### src/rtl/mem_access_ctrl_if.sv
// Bundle of MEM-stage request/response and sram_control-side signals.
// Ports (by modport):
//   slave  (controller): in  req_valid/req_we/req_size/req_sign/req_addr/req_wdata,
//                            sram_rvalid/sram_rdata
//                        out stall_o, resp_valid/resp_rdata/resp_misalign,
//                            sram_read_ena/sram_we_n/sram_addr/sram_wdata/sram_be_n
//   master (pipeline + sram_control side): the mirror image.
interface mem_access_ctrl_if #(
  parameter int unsigned ADDR_W = 32,
  parameter int unsigned DATA_W = 32
) ();
  logic              req_valid;
  logic              req_we;
  logic [1:0]        req_size;
  logic              req_sign;
  logic [ADDR_W-1:0] req_addr;
  logic [DATA_W-1:0] req_wdata;
  logic              stall_o;
  logic              resp_valid;
  logic [DATA_W-1:0] resp_rdata;
  logic              resp_misalign;
  logic              sram_read_ena;
  logic              sram_we_n;
  logic [ADDR_W-1:0] sram_addr;
  logic [DATA_W-1:0] sram_wdata;
  logic [3:0]        sram_be_n;
  logic              sram_rvalid;
  logic [DATA_W-1:0] sram_rdata;

  modport slave (
    input  req_valid, req_we, req_size, req_sign, req_addr, req_wdata,
    input  sram_rvalid, sram_rdata,
    output stall_o, resp_valid, resp_rdata, resp_misalign,
    output sram_read_ena, sram_we_n, sram_addr, sram_wdata, sram_be_n
  );

  modport master (
    output req_valid, req_we, req_size, req_sign, req_addr, req_wdata,
    output sram_rvalid, sram_rdata,
    input  stall_o, resp_valid, resp_rdata, resp_misalign,
    input  sram_read_ena, sram_we_n, sram_addr, sram_wdata, sram_be_n
  );
endinterface

### src/rtl/mem_access_ctrl.sv
// MEM-stage data-memory access controller feeding sram_control.
// Converts LB/LBU/LH/LHU/LW/SB/SH/SW requests into SRAM reads/writes, steers
// byte lanes (little-endian) and stalls the pipeline until the access completes.
// Ports:
//   clk  - clock
//   rst  - asynchronous reset, active-high
//   bus  - mem_access_ctrl_if.slave: pipeline request/response + sram_control side
// Optional feature: define MEM_ALIGN_CHECK_EN to reject misaligned half/word
// accesses with resp_misalign instead of performing them.
module mem_access_ctrl #(
  parameter int unsigned ADDR_W       = 32,
  parameter int unsigned DATA_W       = 32,
  parameter int unsigned WRITE_CYCLES = 2
) (
  input  logic             clk,
  input  logic             rst,
  mem_access_ctrl_if.slave bus
);
  localparam int unsigned CNT_W = (WRITE_CYCLES > 1) ? $clog2(WRITE_CYCLES) : 1;

  typedef enum logic [2:0] {S_IDLE, S_RD_ISSUE, S_RD_WAIT, S_WR, S_DONE} state_e;

  state_e            state_q;
  logic [CNT_W-1:0]  wr_cnt_q;
  logic              armed_q;
  logic [1:0]        off_q;
  logic [1:0]        size_q;
  logic              sign_q;
  logic              read_ena_q;
  logic              we_n_q;
  logic [ADDR_W-1:0] addr_q;
  logic [DATA_W-1:0] wdata_q;
  logic [3:0]        be_n_q;
  logic              resp_valid_q;
  logic              misalign_q;
  logic [DATA_W-1:0] rdata_q;

  logic [1:0]        req_off;
  logic [DATA_W-1:0] wdata_d;
  logic [3:0]        be_n_d;
  logic              misalign_d;
  logic [7:0]        lb;
  logic [15:0]       lh;
  logic [DATA_W-1:0] rdata_d;

  assign req_off = bus.req_addr[1:0];

  // Store steering: replicate the right-aligned datum into every lane it may land in.
  always_comb begin
    wdata_d = bus.req_wdata;
    be_n_d  = 4'b0000;
    case (bus.req_size)
      2'b00: begin
        wdata_d = DATA_W'({4{bus.req_wdata[7:0]}});
        be_n_d  = ~(4'b0001 << req_off);
      end
      2'b01: begin
        wdata_d = DATA_W'({2{bus.req_wdata[15:0]}});
        be_n_d  = req_off[1] ? 4'b0011 : 4'b1100;
      end
      default: ;
    endcase
  end

`ifdef MEM_ALIGN_CHECK_EN
  assign misalign_d = ((bus.req_size == 2'b01) && req_off[0]) ||
                      (bus.req_size[1] && (req_off != 2'b00));
`else
  assign misalign_d = 1'b0;
`endif

  // Load extraction from the returned word using the latched offset/size/sign.
  always_comb begin
    case (off_q)
      2'd0:    lb = bus.sram_rdata[7:0];
      2'd1:    lb = bus.sram_rdata[15:8];
      2'd2:    lb = bus.sram_rdata[23:16];
      default: lb = bus.sram_rdata[31:24];
    endcase
    lh = off_q[1] ? bus.sram_rdata[31:16] : bus.sram_rdata[15:0];
    case (size_q)
      2'b00:   rdata_d = sign_q ? {{(DATA_W-8){lb[7]}}, lb}   : {{(DATA_W-8){1'b0}}, lb};
      2'b01:   rdata_d = sign_q ? {{(DATA_W-16){lh[15]}}, lh} : {{(DATA_W-16){1'b0}}, lh};
      default: rdata_d = bus.sram_rdata;
    endcase
  end

  // Access FSM with registered SRAM strobes and response.
  always_ff @(posedge clk or posedge rst) begin
    if (rst) begin
      state_q      <= S_IDLE;
      wr_cnt_q     <= '0;
      armed_q      <= 1'b0;
      off_q        <= 2'b00;
      size_q       <= 2'b00;
      sign_q       <= 1'b0;
      read_ena_q   <= 1'b0;
      we_n_q       <= 1'b1;
      addr_q       <= '0;
      wdata_q      <= '0;
      be_n_q       <= 4'hF;
      resp_valid_q <= 1'b0;
      misalign_q   <= 1'b0;
      rdata_q      <= '0;
    end else begin
      read_ena_q   <= 1'b0;
      resp_valid_q <= 1'b0;
      misalign_q   <= 1'b0;
      case (state_q)
        S_IDLE: begin
          if (bus.req_valid) begin
            off_q  <= req_off;
            size_q <= bus.req_size;
            sign_q <= bus.req_sign;
            if (misalign_d) begin
              state_q      <= S_DONE;
              resp_valid_q <= 1'b1;
              misalign_q   <= 1'b1;
              rdata_q      <= '0;
            end else if (bus.req_we) begin
              state_q  <= S_WR;
              wr_cnt_q <= CNT_W'(WRITE_CYCLES - 1);
              we_n_q   <= 1'b0;
              addr_q   <= {bus.req_addr[ADDR_W-1:2], 2'b00};
              wdata_q  <= wdata_d;
              be_n_q   <= be_n_d;
            end else begin
              state_q    <= S_RD_ISSUE;
              read_ena_q <= 1'b1;
              addr_q     <= {bus.req_addr[ADDR_W-1:2], 2'b00};
            end
          end
        end
        S_RD_ISSUE: begin
          armed_q <= 1'b0;
          state_q <= S_RD_WAIT;
        end
        S_RD_WAIT: begin
          // A valid seen before rvalid has dropped belongs to the previous read.
          if (!bus.sram_rvalid) begin
            armed_q <= 1'b1;
          end else if (armed_q) begin
            rdata_q      <= rdata_d;
            resp_valid_q <= 1'b1;
            state_q      <= S_DONE;
          end
        end
        S_WR: begin
          if (wr_cnt_q == '0) begin
            we_n_q       <= 1'b1;
            be_n_q       <= 4'hF;
            resp_valid_q <= 1'b1;
            state_q      <= S_DONE;
          end else begin
            wr_cnt_q <= wr_cnt_q - CNT_W'(1);
          end
        end
        S_DONE:  state_q <= S_IDLE;
        default: state_q <= S_IDLE;
      endcase
    end
  end

  assign bus.stall_o       = ((state_q == S_IDLE) && bus.req_valid) ||
                             (state_q == S_RD_ISSUE) || (state_q == S_RD_WAIT) ||
                             (state_q == S_WR);
  assign bus.sram_read_ena = read_ena_q;
  assign bus.sram_we_n     = we_n_q;
  assign bus.sram_addr     = addr_q;
  assign bus.sram_wdata    = wdata_q;
  assign bus.sram_be_n     = be_n_q;
  assign bus.resp_valid    = resp_valid_q;
  assign bus.resp_rdata    = rdata_q;
  assign bus.resp_misalign = misalign_q;
endmodule

### src/flat_wrapper.sv
// flat-port wrapper written by rule: the top's interface ports become plain ports
module mem_access_ctrl_flat 
#(
  parameter int unsigned ADDR_W       = 32,
  parameter int unsigned DATA_W       = 32,
  parameter int unsigned WRITE_CYCLES = 2
)
  (clk, rst, bus_req_valid, bus_req_we, bus_req_size, bus_req_sign, bus_req_addr, bus_req_wdata, bus_sram_rvalid, bus_sram_rdata, bus_stall_o, bus_resp_valid, bus_resp_rdata, bus_resp_misalign, bus_sram_read_ena, bus_sram_we_n, bus_sram_addr, bus_sram_wdata, bus_sram_be_n);
  mem_access_ctrl_if #(.ADDR_W(ADDR_W), .DATA_W(DATA_W)) bus_i ();
  input  logic clk;
  input  logic rst;
  input wire logic [$bits(bus_i.req_valid)-1:0] bus_req_valid;
  input wire logic [$bits(bus_i.req_we)-1:0] bus_req_we;
  input wire logic [$bits(bus_i.req_size)-1:0] bus_req_size;
  input wire logic [$bits(bus_i.req_sign)-1:0] bus_req_sign;
  input wire logic [$bits(bus_i.req_addr)-1:0] bus_req_addr;
  input wire logic [$bits(bus_i.req_wdata)-1:0] bus_req_wdata;
  input wire logic [$bits(bus_i.sram_rvalid)-1:0] bus_sram_rvalid;
  input wire logic [$bits(bus_i.sram_rdata)-1:0] bus_sram_rdata;
  output wire logic [$bits(bus_i.stall_o)-1:0] bus_stall_o;
  output wire logic [$bits(bus_i.resp_valid)-1:0] bus_resp_valid;
  output wire logic [$bits(bus_i.resp_rdata)-1:0] bus_resp_rdata;
  output wire logic [$bits(bus_i.resp_misalign)-1:0] bus_resp_misalign;
  output wire logic [$bits(bus_i.sram_read_ena)-1:0] bus_sram_read_ena;
  output wire logic [$bits(bus_i.sram_we_n)-1:0] bus_sram_we_n;
  output wire logic [$bits(bus_i.sram_addr)-1:0] bus_sram_addr;
  output wire logic [$bits(bus_i.sram_wdata)-1:0] bus_sram_wdata;
  output wire logic [$bits(bus_i.sram_be_n)-1:0] bus_sram_be_n;
  assign bus_i.req_valid = bus_req_valid;
  assign bus_i.req_we = bus_req_we;
  assign bus_i.req_size = bus_req_size;
  assign bus_i.req_sign = bus_req_sign;
  assign bus_i.req_addr = bus_req_addr;
  assign bus_i.req_wdata = bus_req_wdata;
  assign bus_i.sram_rvalid = bus_sram_rvalid;
  assign bus_i.sram_rdata = bus_sram_rdata;
  assign bus_stall_o = bus_i.stall_o;
  assign bus_resp_valid = bus_i.resp_valid;
  assign bus_resp_rdata = bus_i.resp_rdata;
  assign bus_resp_misalign = bus_i.resp_misalign;
  assign bus_sram_read_ena = bus_i.sram_read_ena;
  assign bus_sram_we_n = bus_i.sram_we_n;
  assign bus_sram_addr = bus_i.sram_addr;
  assign bus_sram_wdata = bus_i.sram_wdata;
  assign bus_sram_be_n = bus_i.sram_be_n;
  mem_access_ctrl #(.ADDR_W(ADDR_W), .DATA_W(DATA_W), .WRITE_CYCLES(WRITE_CYCLES)) u_core (.clk(clk), .rst(rst), .bus(bus_i));
endmodule
### config.mk
export PLATFORM = sky130hd
export DESIGN_NAME = mem_access_ctrl_flat
export DESIGN_NICKNAME = d
export VERILOG_FILES = /design/src/rtl/mem_access_ctrl_if.sv /design/src/rtl/mem_access_ctrl.sv /design/src/flat_wrapper.sv
export SDC_FILE = /design/constraint.sdc
export NUM_CORES = 1
export LEC_CHECK = 0
export BUFFER_PORTS_ARGS = -buffer_cell sky130_fd_sc_hd__buf_2
export CAP_MARGIN = 0
export CELL_PAD_IN_SITES_DETAIL_PLACEMENT = 1
export CELL_PAD_IN_SITES_GLOBAL_PLACEMENT = 1
export CORE_AREA = 2 2 146 105
export DETAILED_ROUTE_END_ITERATION = 10
export DIE_AREA = 0 0 148 107
export HOLD_SLACK_MARGIN = 0.1
export PLACE_DENSITY = 0.9
export SLEW_MARGIN = 20
export SYNTH_ARGS = -nofsm -noshare
export SYNTH_HDL_FRONTEND = slang
export SYNTH_SLANG_ARGS = --single-unit
### constraint.sdc
create_clock -name clk -period 4.45 [get_ports clk]
set_input_delay 0.445 -clock clk [delete_from_list [all_inputs] [get_ports clk]]
set_output_delay 0.445 -clock clk [all_outputs]
set_load 0.01 [all_outputs]
==> results.ini <==
[status]
status = finished clean

[clock_network]
cts.sinks = 111
cts.clk_slew.worst_paths_ns = 0.08
clockRootBuffer = clkbuf_16
cts_setup_buffers = 0
postCtsHoldBufs = 0
post_cts_resized = 0
cts_buffers = 9
clock_latency_ns = 0.35
cts_max_level = 3
clk_path_buf_depth = 2
cts_tree = built

[cells_and_area]
register_area_um2 = 2780
fin_util_pct = 45.7
multiInputGateArea_um2 = 2150
n_fill_cell = 1698
syn_to_final_growth_pct = 28.6
nets = 785
num_antenna_cells = 0
layout-drive-gt1-share_pct = 41.0
final_cells = 881

[synthesis]
synth_most_common_cell = dfrtp_1
syn_area_um2 = 5140
synth-compound-area-share_pct = 13.8
synthAdderAreaFrac_pct = 0
synth-seq-cells = 111
synth-edff-count = 0
synth-main-ff-cell = dfrtp_1
synth_xor_area_share_pct = 0
synth_top_family_by_area = multiplexers
muxShareOfSynthArea_pct = 16.5
synthTopCellsByArea = dfrtp_1, mux2_2, mux2i_1
syn_area_per_cell_um2 = 10.4
ys_async_sr_fraction_pct = 100
yosysTopAreaCell = dfrtp_1
synth_cell_types = 44
synthCells = 493
synth.yosys.warnings = 0
yosys.area_share.simple_pct = 11.4
ys_seq_area_share_pct = 54.2
yosysTopAreaCellShare_pct = 51.6
synth_common_cells = dfrtp_1, nand2_1, o21ai_0

[timing]
fin_crit_ns = 2.33
min_period_over_period_pct = 52.3
tns_ns = 0
max_slew.worst_pin.slew_ns = 1.02
drv_slew = 0
setup_viol = 0
hold_viol = 0
fmax_mhz = 430
relSlewSlack_pct = 31.6
rsz0062_at_grt = false
skew_ns = 0.0106
fin_ws_ns = 2.12

[power_and_ir_drop]
swShare_pct = 39.2
pwr-share-seq_pct = 39.6
power_uw = 4690
cell_internal_pwr_uw = 2850
switchingPower_uw = 1840
p_leak_uw = 0.00323
powerDensity_nw_per_um2 = 710
pwr-share-comb_pct = 42.3
clkPwrFrac_pct = 18.1
ir_worst_vdd_mv = 0.282

[flow_run]
maxCapViolCount = 0

[global_routing]
grt_max_degree = 82
grt_first_pass_wirelength_um = 24900
overflow = 0
antenna_found_initial = 2
grtUsageMet2_pct = 33.1
grt_pass1_vias = 4708
use_met1_pct = 25.9
top_usage_layer = met2
track_usage_pct = 19.8
grt.met3_usage_pct = 5.74

[worst_setup_path]
ff2ff_path_depth = 4
crit_type = reg -> reg
worstReg2RegStart = u_core.state_q[1]
regToRegSetupSlack_ns = 2.12
endpoint_kind = register
arrival_ns = 2.60
r2r_end = u_core.bus.sram_be_n[3]
worstPathRequired_ns = 4.72
crit_fanout = 61
cp-start-kind = register

[die]
die_area_um2 = 15800
die_x_um = 148
core-area_um2 = 14400
die_h_um = 107
start_util_pct = 35.6
rows = 37
io_pins = 209

[routing]
first_pass_iters = 4
vias = 4376
drt_iter0_drc = 208
routed_wl_um = 15600
wl_per_cell_um = 17.7
viasPerCell = 4.97
antenna_left = 0
drc = 0

[placement]
dp.cells = 865
place.detailed.hpwl_um = 11600
gp_congestion = 0.792
numPortBuffers = 205
dp_slack_ns = 2.11

[min_path]
hold_depth = 2
min_from = bus_req_we
hp-class = in -> reg
hold_path_end = u_core.bus.sram_read_ena

cell usage in the layout, fill, tap and decap left out, drive strengths merged, types with 7 or more instances in the layout:
cell type | netlist | final
mux2 | 47 | 47
nor2 | 38 | 38
o21ai | 59 | 59
inv | 13 | 18
dfrtp | 106 | 106
nor2b | 7 | 7
a21oi | 34 | 34
mux2i | 32 | 32
clkbuf | 18 | 9
nand2 | 72 | 72
buf | 17 | 210
routing by layer:
metal / wire, µm / part of all wire [%]
met5: 27 / 0.17
met2: 7470 / 48
met1: 6940 / 45
met4: 112 / 0.72
met3: 1030 / 6.6
state kept, by name (all words and copies together), names as in the netlist, 2 cells and up:
signal                 count
u_core.bus.resp_rdata     32
u_core.bus.sram_wdata     32
u_core.bus.sram_addr      30
u_core.bus.sram_be_n       4
u_core.state_q             3
u_core.off_q               2
u_core.size_q              2
power groups by stage:
stage / clock (µW) / sequential [µW] / combinational, µW
finish: 847 / 1860 / 1990
floorplan: 0 / 2010 / 1030
global route: 910 / 1940 / 2210
CTS: 871 / 1860 / 2020
detailed placement: 0 / 1870 / 2010
global placement: 0 / 1830 / 1950
metrics by stage:
step	instance area (µm²)	hold WS [ns]
6_report	6610	0.297
5_1_grt	6610	0.292
4_1_cts	6610	0.286
3_5_place_dp	6290	0.462
3_3_place_gp	6290	0.458
2_1_floorplan	5140	0.511
logic make-up after synthesis:
group | after synthesis
buffers and inverters | 48
muxes | 79
AOI/OAI and AO/OA | 121
and+or+nand+nor | 133
other | 1
DFF | 111
critical path: stages, from the launching register on:
cell     delay (ns)
dfrtp_1        0.49
nor4b_4        0.36
nand2_2        0.63
o21ai_2        0.39
mux2_2         0.38
final cells by class:
type                    instances  share of cell area, %
clock buffers                   9                   3.41
inverters                      13                  0.777
flip-flops and latches        111                   42.1
multi-input cells             336                   32.6
clock inverters                 7                   1.29
repair buffers                210                   16.1
well taps                     195                   3.69
worst max-delay path by stage:
| stage | endpoint | startpoint | slack (ns) |
|---|---|---|---|
| final | u_core.bus.sram_be_n[3] | u_core.state_q[1] | 2.12 |
| after global routing | u_core.bus.sram_be_n[3] | u_core.state_q[1] | 1.92 |
| after CTS | u_core.bus.sram_be_n[3] | u_core.state_q[1] | 2.08 |
| after detailed placement | u_core.bus.sram_be_n[3] | u_core.state_q[1] | 2.11 |
| after global placement | u_core.bus.sram_be_n[3] | u_core.state_q[1] | 2.25 |
| after floorplan | u_core.armed_q | rst | 1.08 |
(Power assumes the default switching activity.)
